$ cat config.mk
export PLATFORM = sky130hd
export DESIGN_NAME = exec_sequencer
export DESIGN_NICKNAME = d
export VERILOG_FILES = /design/src/rtl/exec_sequencer.sv
export SDC_FILE = /design/constraint.sdc
export NUM_CORES = 1
export LEC_CHECK = 0
export BUFFER_PORTS_ARGS = -buffer_cell sky130_fd_sc_hd__buf_4
export CAP_MARGIN = 25
export CORE_MARGIN = 4
export CORE_UTILIZATION = 52
export CTS_CLUSTER_DIAMETER = 40
export CTS_CLUSTER_SIZE = 24
export DETAILED_ROUTE_END_ITERATION = 8
export PLACE_DENSITY_LB_ADDON = 0.12
export SKIP_LAST_GASP = 1
export SYNTH_ARGS = -nofsm -noshare
export SYNTH_HDL_FRONTEND = slang
export SYNTH_SLANG_ARGS = --single-unit
export TNS_END_PERCENT = 30
$ cat constraint.sdc
create_clock -name clock -period 5.1 [get_ports clock]
set_input_delay 1.02 -clock clock [delete_from_list [all_inputs] [get_ports clock]]
set_output_delay 1.02 -clock clock [all_outputs]
set_load 0.01 [all_outputs]
$ cat src/rtl/exec_sequencer.sv
// Multi-cycle execute controller: fetches operands from an 8x16 register bank,
// drives the ALU, writes the result back and maintains Z/S/C/V status flags.
//
// state | meaning
// ------+---------------------------------------------------------------
// IDLE  | ready for a new instruction
// RDX   | read source X (rs) from the bank into x_q
// RDY   | read source Y (rt) into y_q; visited only for add and or
// EXEC  | present operands to the ALU, capture result and flags
// WB    | write z_q back to rd and signal done
module exec_sequencer #(
    parameter int DW    = 16,
    parameter int RSELW = 3
) (
    input  logic             clock,
    input  logic             reset,
    input  logic             instr_valid,
    output logic             instr_ready,
    input  logic [2:0]       instr_op,
    input  logic [RSELW-1:0] instr_rd,
    input  logic [RSELW-1:0] instr_rs,
    input  logic [RSELW-1:0] instr_rt,
    output logic [RSELW-1:0] reg_sel,
    output logic             reg_read,
    output logic             reg_write,
    output logic [DW-1:0]    reg_wdata,
    input  logic [DW-1:0]    reg_rdata,
    output logic [DW-1:0]    alu_x,
    output logic [DW-1:0]    alu_y,
    output logic [2:0]       alu_f,
    input  logic [DW-1:0]    alu_z,
    input  logic             alu_cy,
    output logic             busy,
    output logic             done,
    output logic             illegal,
    output logic [3:0]       flags
);

    localparam logic [2:0] OP_PASS = 3'b000;
    localparam logic [2:0] OP_INC  = 3'b001;
    localparam logic [2:0] OP_ADD  = 3'b010;
    localparam logic [2:0] OP_NEG  = 3'b011;
    localparam logic [2:0] OP_OR   = 3'b100;
    localparam logic [2:0] OP_NOT  = 3'b101;
    localparam logic [2:0] OP_DEC  = 3'b110;
    localparam logic [2:0] OP_ILL  = 3'b111;

    localparam logic [DW-1:0] MAX_POS = {1'b0, {(DW-1){1'b1}}};
    localparam logic [DW-1:0] MIN_NEG = {1'b1, {(DW-1){1'b0}}};

    typedef enum logic [2:0] {
        S_IDLE = 3'd0,
        S_RDX  = 3'd1,
        S_RDY  = 3'd2,
        S_EXEC = 3'd3,
        S_WB   = 3'd4
    } state_t;

    state_t state, state_nxt;

    logic [2:0]       op_q;
    logic [RSELW-1:0] rd_q, rs_q, rt_q;
    logic [DW-1:0]    x_q, y_q, z_q;
    logic [3:0]       flags_q;
    logic [3:0]       flags_nxt;
    logic             accept;
    logic             two_operand;
    logic             flag_c, flag_v;

    assign accept      = (state == S_IDLE) && instr_valid;
    assign two_operand = (op_q == OP_ADD) || (op_q == OP_OR);

    // State register
    always_ff @(posedge clock or posedge reset) begin
        if (reset) state <= S_IDLE;
        else       state <= state_nxt;
    end

    // Next-state logic
    always_comb begin
        state_nxt = state;
        case (state)
            S_IDLE: if (instr_valid) state_nxt = S_RDX;
            S_RDX:  state_nxt = two_operand ? S_RDY : S_EXEC;
            S_RDY:  state_nxt = S_EXEC;
            S_EXEC: state_nxt = (op_q == OP_ILL) ? S_IDLE : S_WB;
            S_WB:   state_nxt = S_IDLE;
            default: state_nxt = S_IDLE;
        endcase
    end

    // Outputs decoded purely from state so reset drops them immediately
    always_comb begin
        instr_ready = 1'b0;
        busy        = 1'b1;
        reg_sel     = '0;
        reg_read    = 1'b0;
        reg_write   = 1'b0;
        alu_f       = OP_PASS;
        done        = 1'b0;
        illegal     = 1'b0;
        case (state)
            S_IDLE: begin
                instr_ready = 1'b1;
                busy        = 1'b0;
            end
            S_RDX: begin
                reg_sel  = rs_q;
                reg_read = 1'b1;
            end
            S_RDY: begin
                reg_sel  = rt_q;
                reg_read = 1'b1;
            end
            S_EXEC: begin
                alu_f = op_q;
                if (op_q == OP_ILL) begin
                    done    = 1'b1;
                    illegal = 1'b1;
                end
            end
            S_WB: begin
                reg_sel   = rd_q;
                reg_write = 1'b1;
                done      = 1'b1;
            end
            default: ;
        endcase
    end

    assign alu_x     = x_q;
    assign alu_y     = y_q;
    assign reg_wdata = z_q;
    assign flags     = flags_q;

    // Carry and overflow depend on the operation; Z and S come straight from the result
    always_comb begin
        flag_c = 1'b0;
        flag_v = 1'b0;
        case (op_q)
            OP_INC: begin
                flag_c = alu_cy;
                flag_v = (x_q == MAX_POS);
            end
            OP_ADD: begin
                flag_c = alu_cy;
                flag_v = (x_q[DW-1] == y_q[DW-1]) && (alu_z[DW-1] != x_q[DW-1]);
            end
            OP_DEC: begin
                flag_c = alu_cy;
                flag_v = (x_q == MIN_NEG);
            end
            OP_NEG: begin
                flag_c = (x_q != '0);
                flag_v = (x_q == MIN_NEG);
            end
            OP_PASS, OP_OR, OP_NOT, OP_ILL: ;
            default: ;
        endcase
        flags_nxt = {(alu_z == '0), alu_z[DW-1], flag_c, flag_v};
    end

    always_ff @(posedge clock or posedge reset) begin
        if (reset) begin
            op_q    <= '0;
            rd_q    <= '0;
            rs_q    <= '0;
            rt_q    <= '0;
            x_q     <= '0;
            y_q     <= '0;
            z_q     <= '0;
            flags_q <= '0;
        end else begin
            if (accept) begin
                op_q <= instr_op;
                rd_q <= instr_rd;
                rs_q <= instr_rs;
                rt_q <= instr_rt;
                y_q  <= '0;
            end
            if (state == S_RDX) x_q <= reg_rdata;
            if (state == S_RDY) y_q <= reg_rdata;
            if (state == S_EXEC && op_q != OP_ILL) begin
                z_q     <= alu_z;
                flags_q <= flags_nxt;
            end
        end
    end

endmodule

==> flow_metrics.env <==
export IMPL_outcome="finished clean"
export IMPL_worstSetupPathType="reg2out"
export IMPL_final_common_cell="buf_4"
export IMPL_dieWidth_um=82.7
export IMPL_synth_distinct_cells=43
export IMPL_fin_skew_ps=12.1
export IMPL_worst_pin_slew_ps=820
export IMPL_drtIter0Drc=142
export IMPL_insertedDiodeCount=0
export IMPL_cts_tree="yes"
export IMPL_synth_seq_cells=66
export IMPL_ff2ff_path_depth=4
export IMPL_ioPinCount=112
export IMPL_port_buffers=111
export IMPL_clkLatencyLatePin_ps=330
export IMPL_cts_sinks=66
export IMPL_drt_total_wl_mm=6.94
export IMPL_placedCellCount=417
export IMPL_cts_hold_buf=0
export IMPL_drive_above_1_share_pct=49.6
export IMPL_final_core_util_pct=75.3
export IMPL_nets=406
export IMPL_place_hpwl_mm=5.09
export IMPL_synth_area_mm2=0.00291
export IMPL_hold_viol_final=0
export IMPL_cp_max_fo=18
export IMPL_drtAntennaViolNets=0
export IMPL_arrival_ps=1880
export IMPL_grt_antenna_before_repair=0
export IMPL_min_period_over_period_pct=56.8
export IMPL_initial_core_util_pct=55.1
export IMPL_grt_pass1_vias=2305
export IMPL_holdPathStages=2
export IMPL_rows=26
export IMPL_root_buffer="clkbuf_8"
export IMPL_seq_area_frac_synth_pct=56.8
export IMPL_cts_buffers=9
export IMPL_ys_flop_type="dfrtp_1"
export IMPL_drv_cap=0
export IMPL_avgSynthCellArea_um2=11.7
export IMPL_rr_startpoint="state[2]$_DFFE_PP0P_"
export IMPL_syn2layout_area_growth_pct=36.6
export IMPL_grt_overflow_total=0
export IMPL_cts_htree_levels=3
export IMPL_final_cells=433
export IMPL_worstPathRequired_ps=4080
export IMPL_drv_slew=0
export IMPL_period_minus_slack_ps=2900
export IMPL_critPathLaunch="state[1]$_DFFE_PP0P_"
export IMPL_gp_congestion=0.777
export IMPL_rsz0062_at_grt="false"
export IMPL_vias=2288
export IMPL_endpoint_kind="primary output"
export IMPL_whs_ps=506
export IMPL_grt_max_degree=67
export IMPL_post_cts_setup_buffer_count=0
export IMPL_p_leak_nw=1.86
export IMPL_grt_use_total_pct=21.8
export IMPL_placed_area_mm2=0.00375
export IMPL_clockBufferDepth=2
export IMPL_async_flop_share_pct=100
export IMPL_ir_drop_mv=0.355
export IMPL_fmax_ghz=0.345
export IMPL_finalInstanceArea_mm2=0.00397
export IMPL_powerDensity_mw_per_mm2=661
export IMPL_fp_coreArea_mm2=0.00527
export IMPL_synth_warnings=0
export IMPL_drt_pass1_iterations=4
export IMPL_cts_resized=0
export IMPL_wire_per_inst_um=16.0
export IMPL_dieArea_mm2=0.00685
export IMPL_vias_per_cell=5.28
export IMPL_dieHeight_um=82.7
export IMPL_grt_pass1_wl_mm=11.0
export IMPL_setup_violations=0
export IMPL_path_clk_slew_ps=70
export IMPL_hold_path_class="reg2reg"
export IMPL_setup_tns_ps=0
export IMPL_synth_fp_nets=296
export IMPL_start_kind="flop"
export IMPL_synth_edf_count=0
export IMPL_drc=0
export IMPL_holdCritStartpoint="flags[3]$_DFFE_PP0P_"
export IMPL_syn_inst=248
export IMPL_most_common_layout_cells="buf_4 (114), dfrtp_1 (66), mux2_2 (41), nand2_1 (40), o21ai_0 (24)"
export IMPL_slew_headroom_pct=45.3
synth_stat cells (3+ instances only):
library cell	count	share of area, %
clkbuf_1	3	0.39
o21ai_0	24	4.1
buf_2	5	0.86
nor3_1	3	0.52
nand4_1	6	1.3
a22oi_1	3	0.78
inv_1	3	0.39
nand2b_1	3	0.65
and3_1	3	0.65
nand2_1	40	5.2
nor4_1	7	1.5
buf_6	4	1.6
nor2b_1	4	0.86
dfrtp_1	66	57
mux2_2	41	16
cell type report:
type,instances,area (µm²)
Clock buffer,9,124
Multi-Input combinational cell,163,1140
Fill cell,391,1300
Inverter,4,15.0
Clock inverter,7,93.8
Timing Repair Buffer,114,856
Sequential cell,66,1650
Tap cell,70,87.6
layer usage:
layer	up-vias	track usage (%)	wire length (µm)
met3	10	4.99	480
met2	72	35.1	3420
li1	1095	-	-
met4	0	9.31	107
met1	1111	28.2	2920
met5	-	0	0
power by group:
group / total [mW] / switching [mW] / internal (mW)
sequential: 1.00 / 0.224 / 0.778
clock: 0.474 / 0.200 / 0.274
combinational: 1.15 / 0.513 / 0.635
total: 2.62 / 0.937 / 1.69
cell families (layout without fill, tap and decap cells):
kind of cell    count (synthesis)  after routing  share of synthesized area (%)
buf+inv                        19            134                           3.88
compound gates                 35             35                           6.93
mux                            43             43                           16.7
flops                          66             66                           56.8
simple gates                   83             83                           15.1
xor+xnor                        2              2                          0.603
registers in the layout, indices dropped and copies added, names as in the netlist:
signal     cells
rd_q           3
rs_q           3
rt_q           3
alu_x         16
flags          4
reg_wdata     15
alu_y         16
op_q           3
state          3
critical path, cell delays in order (launching register included):
cell      delay (ps)
dfrtp_1          440
nor2b_1          320
nand2b_1         460
nand2b_1         200
buf_4            140
worst paths after layout:
| path | end | slack, ps |
|---|---|---|
| min in group asynchronous | reg_wdata[10]$_DFFE_PP0P_ | 930 |
| hold / removal | flags[3]$_DFFE_PP0P_ | 510 |
| setup reg to reg | rt_q[1]$_DFFE_PP0P_ | 3290 |
| hold reg to reg | flags[3]$_DFFE_PP0P_ | 510 |
| max in group asynchronous | rt_q[1]$_DFFE_PP0P_ | 3630 |
| setup / recovery | reg_read | 2200 |
through the flow:
step / setup WS, ps / power (mW)
after floorplan: 2430 / 1.66
after global placement: 2610 / 2.13
after detailed placement: 2510 / 2.17
after CTS: 2140 / 2.65
after global routing: 2020 / 2.82
final: 2200 / 2.62
Power figures use the tool's default switching activity.
